**config.mk**
```make
export PLATFORM = sky130hd
export DESIGN_NAME = pu_policy_ctrl_flat
export DESIGN_NICKNAME = d
export VERILOG_FILES = /design/src/rtl/pu_policy_ctrl_if.sv /design/src/rtl/pu_policy_ctrl.sv /design/src/flat_wrapper.sv
export SDC_FILE = /design/constraint.sdc
export NUM_CORES = 1
export LEC_CHECK = 0
export BUFFER_PORTS_ARGS = -buffer_cell sky130_fd_sc_hd__buf_2
export CAP_MARGIN = 0
export CORE_MARGIN = 3
export CORE_UTILIZATION = 40
export DETAILED_ROUTE_END_ITERATION = 6
export HOLD_SLACK_MARGIN = 0.06
export PLACE_DENSITY = 0.58
export SYNTH_ARGS = -nofsm -noshare
export SYNTH_HDL_FRONTEND = slang
export SYNTH_SLANG_ARGS = --single-unit
```
**constraint.sdc**
```tcl
create_clock -name clk -period 3.1 [get_ports clk]
set_input_delay 0.31 -clock clk [delete_from_list [all_inputs] [get_ports clk]]
set_output_delay 0.31 -clock clk [all_outputs]
set_load 0.01 [all_outputs]
```
**src/rtl/pu_policy_ctrl_if.sv**
```systemverilog
// pu_policy_ctrl_if: policy-entry type and the config/check bundle of the Protection Unit policy controller.
// Config: cfg_valid/cfg_op/cfg_domain/cfg_region/cfg_policy in, cfg_ready/cfg_err/locked out.
// Check: chk_valid/chk_domain/chk_region/chk_read/chk_write in, res_valid/res_allow/viol_cnt out.
// PU_VIOL_IRQ_EN adds viol_irq (to master) and irq_clr (from master).
package pu_pkg;
  typedef struct packed {
    logic read;
    logic write;
  } policy_entry_t;
endpackage

interface pu_policy_ctrl_if #(
  parameter int NUM_DOMAINS = 4,
  parameter int NUM_REGIONS = 8,
  parameter int VIOL_CNT_W  = 16
);
  localparam int DOM_W = NUM_DOMAINS > 1 ? $clog2(NUM_DOMAINS) : 1;
  localparam int REG_W = NUM_REGIONS > 1 ? $clog2(NUM_REGIONS) : 1;
  logic                  cfg_valid;
  logic                  cfg_ready;
  logic [1:0]            cfg_op;
  logic [DOM_W-1:0]      cfg_domain;
  logic [REG_W-1:0]      cfg_region;
  pu_pkg::policy_entry_t cfg_policy;
  logic                  cfg_err;
  logic                  locked;
  logic                  chk_valid;
  logic [DOM_W-1:0]      chk_domain;
  logic [REG_W-1:0]      chk_region;
  logic                  chk_read;
  logic                  chk_write;
  logic                  res_valid;
  logic                  res_allow;
  logic [VIOL_CNT_W-1:0] viol_cnt;
`ifdef PU_VIOL_IRQ_EN
  logic                  viol_irq;
  logic                  irq_clr;
  modport master (
    output cfg_valid, cfg_op, cfg_domain, cfg_region, cfg_policy,
    output chk_valid, chk_domain, chk_region, chk_read, chk_write, irq_clr,
    input  cfg_ready, cfg_err, locked, res_valid, res_allow, viol_cnt, viol_irq
  );
  modport slave (
    input  cfg_valid, cfg_op, cfg_domain, cfg_region, cfg_policy,
    input  chk_valid, chk_domain, chk_region, chk_read, chk_write, irq_clr,
    output cfg_ready, cfg_err, locked, res_valid, res_allow, viol_cnt, viol_irq
  );
`else
  modport master (
    output cfg_valid, cfg_op, cfg_domain, cfg_region, cfg_policy,
    output chk_valid, chk_domain, chk_region, chk_read, chk_write,
    input  cfg_ready, cfg_err, locked, res_valid, res_allow, viol_cnt
  );
  modport slave (
    input  cfg_valid, cfg_op, cfg_domain, cfg_region, cfg_policy,
    input  chk_valid, chk_domain, chk_region, chk_read, chk_write,
    output cfg_ready, cfg_err, locked, res_valid, res_allow, viol_cnt
  );
`endif
endinterface

```
**src/rtl/pu_policy_ctrl.sv**
```systemverilog
// pu_policy_ctrl: Protection Unit policy table with write/clear/lock config and 1-cycle allow/deny checks.
// Ports: clk, rst (async, active-high), bus (pu_policy_ctrl_if.slave: config and check channels).
// PU_VIOL_IRQ_EN adds a sticky violation interrupt (bus.viol_irq, cleared by bus.irq_clr).
module pu_policy_ctrl #(
  parameter int NUM_DOMAINS = 4,
  parameter int NUM_REGIONS = 8,
  parameter int VIOL_CNT_W  = 16
) (
  input logic            clk,
  input logic            rst,
  pu_policy_ctrl_if.slave bus
);
  localparam int DOM_W = NUM_DOMAINS > 1 ? $clog2(NUM_DOMAINS) : 1;
  localparam int REG_W = NUM_REGIONS > 1 ? $clog2(NUM_REGIONS) : 1;
  localparam int N     = NUM_DOMAINS * NUM_REGIONS;
  localparam int IDX_W = N > 1 ? $clog2(N) : 1;
  localparam logic [DOM_W:0]   DOM_LIM  = (DOM_W+1)'(NUM_DOMAINS);
  localparam logic [REG_W:0]   REG_LIM  = (REG_W+1)'(NUM_REGIONS);
  localparam logic [IDX_W-1:0] LAST     = IDX_W'(N - 1);
  localparam logic [1:0]       OP_WRITE = 2'd0;
  localparam logic [1:0]       OP_CLEAR = 2'd1;
  localparam logic [1:0]       OP_LOCK  = 2'd2;
  localparam logic [0:0]       S_IDLE   = 1'b0;
  localparam logic [0:0]       S_CLEAR  = 1'b1;
  pu_pkg::policy_entry_t tbl_q [N];
  pu_pkg::policy_entry_t chk_e;
  logic [0:0]            state_q, state_d;
  logic [IDX_W-1:0]      ptr_q, ptr_d, cfg_idx, chk_idx;
  logic                  locked_q, locked_d, cfg_err_q, cfg_err_d;
  logic                  res_valid_q, res_allow_q, res_allow_d;
  logic [VIOL_CNT_W-1:0] viol_q, viol_d;
  logic                  acc, wr_en, cfg_ok, chk_ok, is_wr, is_clr;
  always_comb begin
    cfg_idx     = IDX_W'(32'(bus.cfg_domain) * NUM_REGIONS + 32'(bus.cfg_region));
    chk_idx     = IDX_W'(32'(bus.chk_domain) * NUM_REGIONS + 32'(bus.chk_region));
    chk_e       = tbl_q[chk_idx];
    cfg_ok      = {1'b0, bus.cfg_domain} < DOM_LIM && {1'b0, bus.cfg_region} < REG_LIM;
    chk_ok      = {1'b0, bus.chk_domain} < DOM_LIM && {1'b0, bus.chk_region} < REG_LIM &&
                  state_q == S_IDLE && (bus.chk_read || bus.chk_write);
    acc         = bus.cfg_valid && state_q == S_IDLE;
    is_wr       = acc && bus.cfg_op == OP_WRITE;
    is_clr      = acc && bus.cfg_op == OP_CLEAR;
    wr_en       = is_wr && !locked_q && cfg_ok;
    cfg_err_d   = (is_wr && (locked_q || !cfg_ok)) || (is_clr && locked_q);
    locked_d    = locked_q || (acc && bus.cfg_op == OP_LOCK);
    state_d     = state_q == S_IDLE ? ((is_clr && !locked_q) ? S_CLEAR : S_IDLE)
                                    : (ptr_q == LAST ? S_IDLE : S_CLEAR);
    ptr_d       = state_q == S_CLEAR ? ptr_q + 1'b1 : '0;
    res_allow_d = bus.chk_valid && chk_ok && (!bus.chk_read || chk_e.read) &&
                  (!bus.chk_write || chk_e.write);
    viol_d      = (bus.chk_valid && !res_allow_d && viol_q != '1) ? viol_q + 1'b1 : viol_q;
  end
  always_ff @(posedge clk or posedge rst) begin
    if (rst) begin
      for (int i = 0; i < N; i++) tbl_q[i] <= '0;
      state_q     <= S_IDLE;
      ptr_q       <= '0;
      locked_q    <= 1'b0;
      cfg_err_q   <= 1'b0;
      res_valid_q <= 1'b0;
      res_allow_q <= 1'b0;
      viol_q      <= '0;
    end else begin
      if (state_q == S_CLEAR) tbl_q[ptr_q] <= '0;
      else if (wr_en) tbl_q[cfg_idx] <= bus.cfg_policy;
      state_q     <= state_d;
      ptr_q       <= ptr_d;
      locked_q    <= locked_d;
      cfg_err_q   <= cfg_err_d;
      res_valid_q <= bus.chk_valid;
      res_allow_q <= res_allow_d;
      viol_q      <= viol_d;
    end
  end
  assign bus.cfg_ready = state_q == S_IDLE;
  assign bus.cfg_err   = cfg_err_q;
  assign bus.locked    = locked_q;
  assign bus.res_valid = res_valid_q;
  assign bus.res_allow = res_allow_q;
  assign bus.viol_cnt  = viol_q;
`ifdef PU_VIOL_IRQ_EN
  logic irq_q;
  always_ff @(posedge clk or posedge rst) begin
    if (rst) irq_q <= 1'b0;
    else irq_q <= (res_valid_q && !res_allow_q) ? 1'b1 : (bus.irq_clr ? 1'b0 : irq_q);
  end
  assign bus.viol_irq = irq_q;
`endif
endmodule

```
**src/flat_wrapper.sv**
```systemverilog
// flat-port wrapper written by rule: the top's interface ports become plain ports
module pu_policy_ctrl_flat 
#(
  parameter int NUM_DOMAINS = 4,
  parameter int NUM_REGIONS = 8,
  parameter int VIOL_CNT_W  = 16
)
  (clk, rst, bus_cfg_valid, bus_cfg_op, bus_cfg_domain, bus_cfg_region, bus_cfg_policy, bus_chk_valid, bus_chk_domain, bus_chk_region, bus_chk_read, bus_chk_write, bus_cfg_ready, bus_cfg_err, bus_locked, bus_res_valid, bus_res_allow, bus_viol_cnt);
  pu_policy_ctrl_if #(.NUM_DOMAINS(NUM_DOMAINS), .NUM_REGIONS(NUM_REGIONS), .VIOL_CNT_W(VIOL_CNT_W)) bus_i ();
  input logic clk;
  input logic rst;
  input wire logic [$bits(bus_i.cfg_valid)-1:0] bus_cfg_valid;
  input wire logic [$bits(bus_i.cfg_op)-1:0] bus_cfg_op;
  input wire logic [$bits(bus_i.cfg_domain)-1:0] bus_cfg_domain;
  input wire logic [$bits(bus_i.cfg_region)-1:0] bus_cfg_region;
  input wire logic [$bits(bus_i.cfg_policy)-1:0] bus_cfg_policy;
  input wire logic [$bits(bus_i.chk_valid)-1:0] bus_chk_valid;
  input wire logic [$bits(bus_i.chk_domain)-1:0] bus_chk_domain;
  input wire logic [$bits(bus_i.chk_region)-1:0] bus_chk_region;
  input wire logic [$bits(bus_i.chk_read)-1:0] bus_chk_read;
  input wire logic [$bits(bus_i.chk_write)-1:0] bus_chk_write;
  output wire logic [$bits(bus_i.cfg_ready)-1:0] bus_cfg_ready;
  output wire logic [$bits(bus_i.cfg_err)-1:0] bus_cfg_err;
  output wire logic [$bits(bus_i.locked)-1:0] bus_locked;
  output wire logic [$bits(bus_i.res_valid)-1:0] bus_res_valid;
  output wire logic [$bits(bus_i.res_allow)-1:0] bus_res_allow;
  output wire logic [$bits(bus_i.viol_cnt)-1:0] bus_viol_cnt;
  assign bus_i.cfg_valid = bus_cfg_valid;
  assign bus_i.cfg_op = bus_cfg_op;
  assign bus_i.cfg_domain = bus_cfg_domain;
  assign bus_i.cfg_region = bus_cfg_region;
  assign bus_i.cfg_policy = bus_cfg_policy;
  assign bus_i.chk_valid = bus_chk_valid;
  assign bus_i.chk_domain = bus_chk_domain;
  assign bus_i.chk_region = bus_chk_region;
  assign bus_i.chk_read = bus_chk_read;
  assign bus_i.chk_write = bus_chk_write;
  assign bus_cfg_ready = bus_i.cfg_ready;
  assign bus_cfg_err = bus_i.cfg_err;
  assign bus_locked = bus_i.locked;
  assign bus_res_valid = bus_i.res_valid;
  assign bus_res_allow = bus_i.res_allow;
  assign bus_viol_cnt = bus_i.viol_cnt;
  pu_policy_ctrl #(.NUM_DOMAINS(NUM_DOMAINS), .NUM_REGIONS(NUM_REGIONS), .VIOL_CNT_W(VIOL_CNT_W)) u_core (.clk(clk), .rst(rst), .bus(bus_i));
endmodule
```
After elaboration in Yosys (flattened, before gate mapping)
Cells that the tools add are included.

Output and inout bits: 21. Bits of input ports: 20. Logic and storage cells: 131. Register bits: 90.

Order comparisons: 5. Bitwise logic cells: 6. Equality and inequality tests: 4. $add $sub $neg: 4. Reductions and logical operators: 27. Muxes and demuxes: 14.

Operators with widths (number): 2-to-1 mux 64 bit (2); bitwise AND 64 bit (1); bitwise mux 64 bit (1); inverter 64 bit (1); demux 2 bit (select 5 bit) (2); >= comparator 6 bit (second input constant) (3); inverter 5 -> 6 bit (3); adder 16 x 1 -> 16 bit (second input constant) (1); logical AND 1 bit (16); != test 16 bit (second input constant) (1); < comparator 6 x 1 -> 1 bit (second input constant) (2); adder 5 x 3 -> 5 bit (2); binary-select mux 2 bit (select 5 bit) (1); 2-to-1 mux 2 bit (4); adder 5 x 1 -> 5 bit (second input constant) (1); == test 5 bit (second input constant) (1); logical OR 1 bit (5); 2-to-1 mux 5 bit (1); zero test 1 bit (4); 2-to-1 mux 1 bit (3); == test 2 x 1 -> 1 bit (second input constant) (1); == test 2 bit (second input constant) (1); zero test 2 bit (1); nonzero test 2 bit (1); inverter 1 bit (1).

Depth between registers and ports, before layout
Gate-level depths: netlist (run 1).

Word-level depth: 11. Mapped depth: 10. Depth with buffers taken out: 7.

Worst setup path before layout (run 1)
OpenSTA, ideal clock, no wires.

Path kind: input port to flip-flop. From: input port bus_chk_region[0]. To: register u_core.viol_q[12], in the netlist u_core.bus.viol_cnt[12]. Cell stages on the path: 9. Required time: 2.972 ns. Setup time: 0.128 ns. Arrival: 2.219 ns. Slack: 0.754 ns. Buffers on the path: 2. Cells stage by stage: buf_6 -> buf_8 -> mux4_2 -> a22oi_1 -> nand3_1 -> a21boi_2 -> nor2_1 -> nor4b_2 -> mux2_1.

Longest elaborated chain between the ends: 11. Elaborated cells on any way between the ends: 12. Those cells by class: add/sub (1); mux (3); bitwise (1); reduce/logical (7).

Ends and longest elaborated chain: start, declared (RTL line flat_wrapper.sv:19) `input wire logic [$bits(bus_i.chk_region)-1:0] bus_chk_region;`; adder 5 x 3 -> 5 bit * (RTL line pu_policy_ctrl.sv:35) `chk_idx = IDX_W'(32'(bus.chk_domain) * NUM_REGIONS + 32'(bus.chk_region));`; inverter 5 -> 6 bit (implied by the code) * (RTL line pu_policy_ctrl.sv:36) `chk_e = tbl_q[chk_idx];`; binary-select mux 2 bit (select 5 bit) * (RTL line pu_policy_ctrl.sv:36); 2-to-1 mux 2 bit (implied by the code) * (2 in series) (RTL line pu_policy_ctrl.sv:36); logical OR 1 bit (RTL line pu_policy_ctrl.sv:49) `res_allow_d = bus.chk_valid && chk_ok && (!bus.chk_read || chk_e.read) &&`; logical AND 1 bit (RTL line pu_policy_ctrl.sv:49); logical AND 1 bit * (RTL line pu_policy_ctrl.sv:49); net u_core.res_allow_d (RTL line pu_policy_ctrl.sv:30) `logic res_valid_q, res_allow_q, res_allow_d;`; zero test 1 bit * (RTL line pu_policy_ctrl.sv:51) `viol_d = (bus.chk_valid && !res_allow_d && viol_q != '1) ? viol_q + 1'b1 : viol_q;`; logical AND 1 bit * (2 in series) (RTL line pu_policy_ctrl.sv:51); end signal, assigned (RTL line pu_policy_ctrl.sv:72) `viol_q <= viol_d;`; end, declared (RTL line pu_policy_ctrl.sv:31) `logic [VIOL_CNT_W-1:0] viol_q, viol_d;`.

The timed path passes the listed nets; every way through them passes the cells marked *. The select of a mux whose other input is x is not followed. A chain may end at the register's enable or synchronous reset.

Worst setup path in the final report (run 1)
From: register u_core.tbl_q[49] in the netlist's numbering. To: register u_core.viol_q[14], in the netlist u_core.bus.viol_cnt[14].

Longest elaborated chain between the ends: 9.

Ends and longest elaborated chain: start, declared (RTL line pu_policy_ctrl.sv:25) `pu_pkg::policy_entry_t tbl_q [N];`; start signal, assigned by index (RTL line pu_policy_ctrl.sv:65) `else if (wr_en) tbl_q[cfg_idx] <= bus.cfg_policy;`; binary-select mux 2 bit (select 5 bit) (RTL line pu_policy_ctrl.sv:36); 2-to-1 mux 2 bit (implied by the code) (2 in series) (RTL line pu_policy_ctrl.sv:36); logical OR 1 bit (RTL line pu_policy_ctrl.sv:49); logical AND 1 bit (2 in series) (RTL line pu_policy_ctrl.sv:49); zero test 1 bit (RTL line pu_policy_ctrl.sv:51); logical AND 1 bit (2 in series) (RTL line pu_policy_ctrl.sv:51).

Every way passes these cells. The select of a mux whose other input is x is not followed.

==> impl_results.md, run 1 <==
- Status: completed
- Antenna cell count: 0
- Routed wire length per instance: 18.42 um
- CTS Hold Bufs: 0
- Number of port buffers: 40
- Synth Register Bits: 90
- Final setup fails: 0
- First-pass GRT wire length: 20330 um
- Yosys warns: 0
- Area grow syn2layout: 13.65%
- Pint: 2151 uW
- Max-Cap Viols: 0
- WP buf/inv: 0
- Crit start category: flip-flop
- TritonCTS clock tree: built
- CP arrival: 2.67 ns
- Clk_lat worst skew: 0.35 ns
- Power share of the combinational group: 16.2%
- Final Cell Area: 5261 um2
- Tmin final: 2.407 ns
- R2r setup slk: 0.69 ns
- Reg power frac: 45.2%
- Layout cells sized above 1: 15.95%
- Final Wtd Congestion: 0.8579
- CTS H-tree lvls: 3
- Clock power share: 38.6%
- Vias in the first global route: 3673
- Post-detail-place hpwl: 8481 um
- PwrDens: 571.3 nW/um2
- Crit share post-route: 77.63%
- Die Wd: 113.6 um
- Worst slew margin: 49.46%
- Nets: 554
- CTS buffer count: 9
- Fin Setup TNS: 0 ns
- Longest Clk Path Bufs: 2
- RSZ-0062 raised after global routing: no
- Crit end category: flip-flop
- Tightest Hold Check Type: primary input to asynchronous set/reset pin
- Largest net degree at the start of global routing: 91
- Detailed Route WL: 12400 um
- Worst Max-Slew Pin Slew: 0.7579 ns
- Critical path's slowest cell: mux4_2
- Synth cell types: 40
- Placed cell areas: 4943 um2
- Critical-path cell list: mux4_2 -> mux2i_1 -> mux2i_1 -> o311ai_1 -> o21ai_2 -> nor4_1 -> xor2_1
- Vias: 3783
- Core area: 11080 um2
- DP Worst Slack: 0.3822 ns
- Post-synth top area share: 48.65%
- Crit path max-delay family: multiplexers
- Final Worst Setup Slack: 0.6934 ns
- Post-cts resize count: 0
- Num ports: 41
- Syn Area/Cell: 9.390 um2
- Initial antenna violation count: 0
- Root Buffer Master: clkbuf_16
- Mapped Cells: 493
- Cell taking the most area after synthesis: dfrtp_1
- Die span in y: 113.6 um
- Largest cells by area after synthesis: dfrtp_1 49%, nand2_1 10%, o21ai_0 7.9%
- Initial core utilization: 41.79%
- Post-synthesis sequential area ratio: 48.65%
- Die Footprint: 12900 um2
- Worst-path clk slew: 0.06 ns
- Layout Utilization: 47.49%
- Drt drc: 0
- Multi-input logic area: 2231 um2
- Antenna viol nets, final: 0
- Crit path max fanout: 15
- CP most frequent cell: mux2i_1
- Lkg Pwr: 0.002257 uW
- Storage cell area: 2252 um2
- DRT iter0 DRCs: 246
- CP Class: flip-flop to flip-flop
- Fin. max-slew vios: 0
- EDFF count, synth: 0
- Congestion Overflow GR: 0
- Skew final: 0.007572 ns
- Worst Path Required: 3.37 ns
- Fraction of registers with async set/reset: 100.0%
- Synth Cell Area: 4629 um2
- Sink Count: 90
- Fmax: 415.5 MHz
- Pre-Repair DR Iteration Count: 5
- Std cell rows: 38
- Sw Share: 28.46%
- Vias per cell: 5.621
- Hold Fails Final Rpt: 0
- VDD IR max: 0.4158 mV
- Commonest cells post-synth: 125 x nand2_1, 90 x dfrtp_1, 73 x o21ai_0
- Mapped Nets: 519
- Total GRT Usage: 20.54%
- Top-count cell post-synth: nand2_1
- Synth Flop Type: dfrtp_1
- Number of buffers added for setup after CTS: 0
- Net Sw Power: 855.5 uW
- Number of fill cells: 1054
- CP peak stage delay: 0.46 ns
==> logic make-up after synthesis <==
logic type	Yosys count	synth area share [%]
muxes	23	9.351
xor gates and xnor gates	16	3.027
AOI/OAI and AO/OA	84	9.757
DFF	90	48.65
buffers and inverters	31	3.162
adders and majority gates	6	1.622
and+or+nand+nor	243	24.43
==> flip-flops by register name, summed over array words and instances (netlist names) <==
| register | cells |
|---|---|
| u_core.bus.cfg_err | 1 |
| u_core.bus.locked | 1 |
| u_core.bus.res_allow | 1 |
| u_core.bus.res_valid | 1 |
| u_core.bus.viol_cnt | 16 |
| u_core.ptr_q | 5 |
| u_core.state_q | 1 |
| u_core.tbl_q | 64 |
==> worst reg2reg max path: cells and delay by family (launching register included) <==
kind | cells | cell delay (ns)
simple gates | 1 | 0.31
compound gates | 2 | 0.66
xor+xnor | 1 | 0.18
flops | 1 | 0.40
mux | 3 | 0.78
==> final timing paths <==
kind                                           end                    from  cells past startpoint
max in group asynchronous   u_core.bus.viol_cnt[3]                     rst                      3
setup / recovery           u_core.bus.viol_cnt[14]        u_core.tbl_q[49]                      7
min in group clk              u_core.bus.res_valid           bus_chk_valid                      1
hold reg to reg             u_core.bus.viol_cnt[8]  u_core.bus.viol_cnt[8]                      1
setup reg to reg           u_core.bus.viol_cnt[14]        u_core.tbl_q[49]                      7
hold / removal                      u_core.state_q                     rst                      3
==> layout by cell type (no fill, tap or decap), types with 2 or more instances in the layout <==
cell / netlist / final
nor4_1: 4 / 4
nand3b_1: 3 / 3
nor2_1: 30 / 30
or4_1: 3 / 3
and3b_1: 2 / 2
xnor2_1: 5 / 5
nor2b_1: 5 / 5
xor2_1: 11 / 11
inv_1: 11 / 10
and3_1: 2 / 2
o21ai_0: 73 / 73
mux2i_1: 5 / 5
a22oi_1: 3 / 3
nor3b_1: 7 / 7
nand3_1: 37 / 37
nand4_1: 3 / 3
nand2_1: 125 / 125
ha_1: 6 / 6
dfrtp_1: 90 / 90
clkbuf_1: 14 / 2
nor3_2: 4 / 4
clkbuf_16: 0 / 9
buf_4: 0 / 3
clkbuf_8: 0 / 4
a21oi_1: 2 / 2
buf_2: 3 / 40
and2_1: 9 / 9
nor3_1: 5 / 5
mux4_2: 16 / 16
==> layout make-up <==
cell class	count	share of cell area (%)
clock buffers	15	5.470
inverters	11	0.8086
clock inverters	1	0.5707
well taps	140	3.329
multi-input cells	372	42.40
flip-flops and latches	90	42.81
repair buffers	44	4.614
==> stage by stage <==
step	total power (uW)	hold slack (ns)	cells
detailed placement	1870	0.4520	657
CTS	3030	0.08110	673
global route	3143	0.1193	673
global placement	1858	0.4528	657
floorplan	1675	0.3414	493
finish	3006	0.01230	673
==> per-layer routing <==
metal  up-vias  routed length, um  global-route usage, %  part of all wire [%]
met5         -                  0                      0                     0
met4         0                339                  9.215                   2.7
met3        25                609                  3.342                   4.9
met2       127               5802                  31.76                    47
met1      1849               5647                  28.57                    46
li1       1782                  -                      -                     -
==> power by group through the flow <==
stage,combinational [uW],clock (uW),sequential [uW]
finish,487,1160,1360
global route,536,1230,1370
CTS,492,1180,1360
detailed placement,492,0,1380
global placement,482,0,1380
floorplan,298,0,1380
No activity file was read; power rests on OpenSTA's default activity.
==> run 2: changes to the inputs <==
PLACE_DENSITY = 0.6   (was 0.58)
clock period = 2.05 ns   (was 3.1 ns; I/O delays follow)
==> run 2 against run 1 <==
Die area unchanged. Global-route usage is 0.27 points higher. Final area is 6.0% higher. Largest cell class is now multi-input combinational cells. Sequential cell count is the same. The run now ends with negative setup slack left. First-iteration DRC count increased by 15%.
==> impl_results.md, run 2 (same netlist as run 1, synthesis figures left out) <==
- Status: complete, but fails checks (was completed)
- Failing checks: negative setup slack
- Final Power: 4572 uW (was 3006 uW)
- PwrDens: 820.1 nW/um2 (was 571.3 nW/um2)
- Nets: 579 (was 554)
- Commonest non-fill, non-tap cell in the layout: nand2_1 (unchanged)
- R2r setup slk: -0.26 ns (was 0.69 ns)
- Std cell rows: 38 (unchanged)
- Antenna cell count: 0 (unchanged)
- Clk_lat worst skew: 0.34 ns (was 0.35 ns)
- Root Buffer Master: clkbuf_16 (unchanged)
- Final setup fails: 16 (was 0)
- Die Footprint: 12900 um2 (unchanged)
- Multi-input logic area: 2336 um2 (was 2231 um2)
- Non-filler instance count after layout: 698 (was 673)
- Area grow syn2layout: 20.43% (was 13.65%)
- Congestion Overflow GR: 0 (unchanged)
- R2R depth: 7 (unchanged)
- Core area: 11080 um2 (unchanged)
- Worst slew margin: 58.10% (was 49.46%)
- R2r endpoint: u_core.bus.viol_cnt[12] (was u_core.bus.viol_cnt[14])
- Number of fill cells: 1024 (was 1054)
- Fin. max-slew vios: 0 (unchanged)
- Die Wd: 113.6 um (unchanged)
- CP arrival: 2.54 ns (was 2.67 ns)
- Tightest Hold Check Type: primary input to flip-flop (was primary input to asynchronous set/reset pin)
- Post-detail-place hpwl: 8932 um (was 8481 um)
- Critical path depth: 7 (unchanged)
- First-pass GRT wire length: 20700 um (was 20330 um)
- Final Wtd Congestion: 0.8456 (was 0.8579)
- VDD IR max: 0.4480 mV (was 0.4158 mV)
- DRT iter0 DRCs: 284 (was 246)
- CP Class: flip-flop to flip-flop (unchanged)
- Crit path max fanout: 2 (was 15)
- Vias per cell: 5.514 (was 5.621)
- Vias: 3849 (was 3783)
- CTS H-tree lvls: 3 (unchanged)
- Lkg Pwr: 0.002397 uW (was 0.002257 uW)
- CP most frequent cell: mux2i_1 (unchanged)
- CP peak stage delay: 0.47 ns (was 0.46 ns)
- Skew final: 0.008218 ns (was 0.007572 ns)
- Fmax: 432.6 MHz (was 415.5 MHz)
- Max reg flops: 64 (unchanged)
- Worst Max-Slew Pin Slew: 0.6271 ns (was 0.7579 ns)
- Vias in the first global route: 3898 (was 3673)
- Most frequent cells in the layout: 124 x nand2_1, 90 x dfrtp_1, 73 x o21ai_0, 40 x buf_2, 37 x nand3_1 (was 125 x nand2_1, 90 x dfrtp_1, 73 x o21ai_0, 40 x buf_2, 37 x nand3_1)
- Hold_ws: 0.1127 ns (was 0.01230 ns)
- Worst-path clk slew: 0.06 ns (about the same)
- Tmin final: 2.312 ns (was 2.407 ns)
- Top reg by flops: u_core.tbl_q (unchanged)
- Detailed Route WL: 12700 um (was 12400 um)
- Crit path max-delay family: multiplexers (unchanged)
- Critical R2R Launch: u_core.tbl_q[49] (unchanged)
- WP buf/inv: 0 (unchanged)
- Total GRT Usage: 20.81% (was 20.54%)
- RSZ-0062 raised after global routing: yes (was no)
- Crit path to: u_core.bus.viol_cnt[12] (was u_core.bus.viol_cnt[14])
- Worst Path Required: 2.28 ns (was 3.37 ns)
- Layout cells sized above 1: 22.22% (was 15.95%)
- TritonCTS clock tree: built (unchanged)
- Crit share post-route: 112.8% (was 77.63%)
- Critical-path cell list: mux4_2 -> mux2i_1 -> mux2i_1 -> o311ai_2 -> nor2_1 -> nor4b_2 -> mux2_1 (was mux4_2 -> mux2i_1 -> mux2i_1 -> o311ai_1 -> o21ai_2 -> nor4_1 -> xor2_1)
- Fin Setup TNS: -3.066 ns (was 0 ns)
- Crit start category: flip-flop (unchanged)
- Num ports: 41 (unchanged)
- Die span in y: 113.6 um (unchanged)
- CTS buffer count: 9 (unchanged)
- Largest net degree at the start of global routing: 91 (unchanged)
- Critical path's slowest cell: mux4_2 (unchanged)
- Storage cell area: 2252 um2 (unchanged)
- Final Worst Setup Slack: -0.2617 ns (was 0.6934 ns)
- Number of port buffers: 40 (unchanged)
- Pre-Repair DR Iteration Count: 4 (was 5)
- Placed Cells: 679 (was 657)
- Crit path from: u_core.tbl_q[49] (unchanged)
- Initial core utilization: 41.79% (unchanged)
- Crit end category: flip-flop (unchanged)
- Sink Count: 90 (unchanged)
- Hold Fails Final Rpt: 0 (unchanged)
- Max-Cap Viols: 0 (unchanged)
- Drt drc: 0 (unchanged)
- Initial antenna violation count: 0 (unchanged)
- Antenna viol nets, final: 0 (unchanged)
- Longest Clk Path Bufs: 2 (unchanged)
- Routed wire length per instance: 18.19 um (was 18.42 um)
run 2: changes by cell type in the layout (fill, tap and decap cells not counted), sizes merged:
cell,change
buf,+22
clkbuf,-4
clkinv,+3
dlygate4sd3,+3
clkinvlp,+1
run 2: per-stage QoR:
step	instance area, um2	util (%)	setup slack [ns]
2_1_floorplan	4654	-	-0.09839
3_3_place_gp	5144	46.43	-0.4768
3_5_place_dp	5144	46.43	-0.5043
4_1_cts	5515	49.79	-0.2690
5_1_grt	5575	50.33	-0.3543
6_report	5575	50.33	-0.2617
run 2: how the worst min path moves through the flow:
stage,start,end,depth (start not counted)
floorplan,bus_chk_valid,u_core.bus.res_valid,0
global route,bus_cfg_valid,u_core.bus.cfg_err,3
finish,bus_cfg_valid,u_core.bus.cfg_err,3
detailed placement,bus_chk_valid,u_core.bus.res_valid,1
CTS,bus_cfg_valid,u_core.bus.cfg_err,3
global placement,bus_chk_valid,u_core.bus.res_valid,1
run 2: worst register-to-register path, cell delays in order (launching register included):
cell and delay, ns:
dfrtp_1 0.38, mux4_2 0.47, mux2i_1 0.22, mux2i_1 0.15, o311ai_2 0.27, nor2_1 0.11
nor4b_2 0.26, mux2_1 0.34
run 2: repair_timing:
item	4_1_cts	5_1_grt
buffers inserted	0	0
hold buffers	3	0
endpoints found under the setup margin	16	67
resized for setup	11	13
hold endpoints to repair	92	0
cloned	0	0
run 2: cell type report:
cell class	count	share of cell area (%)
repair buffers	69	8.438
clock buffers	11	4.354
inverters	11	0.8079
clock inverters	5	0.9650
multi-input cells	372	41.90
well taps	140	3.142
flip-flops and latches	90	40.39
run 2: power by group:
group,total (uW),switching (uW),internal (uW)
Clock,1660,688,974
Combinational,862,530,332
Sequential,2050,145,1900
run 2: per-layer routing:
metal | GRT usage, % | vias up | wire [um]
met5 | 0 | - | 0
li1 | - | 1829 | -
met2 | 33.61 | 115 | 6230
met1 | 28.76 | 1883 | 5637
met4 | 6.731 | 0 | 208
met3 | 3.448 | 22 | 621
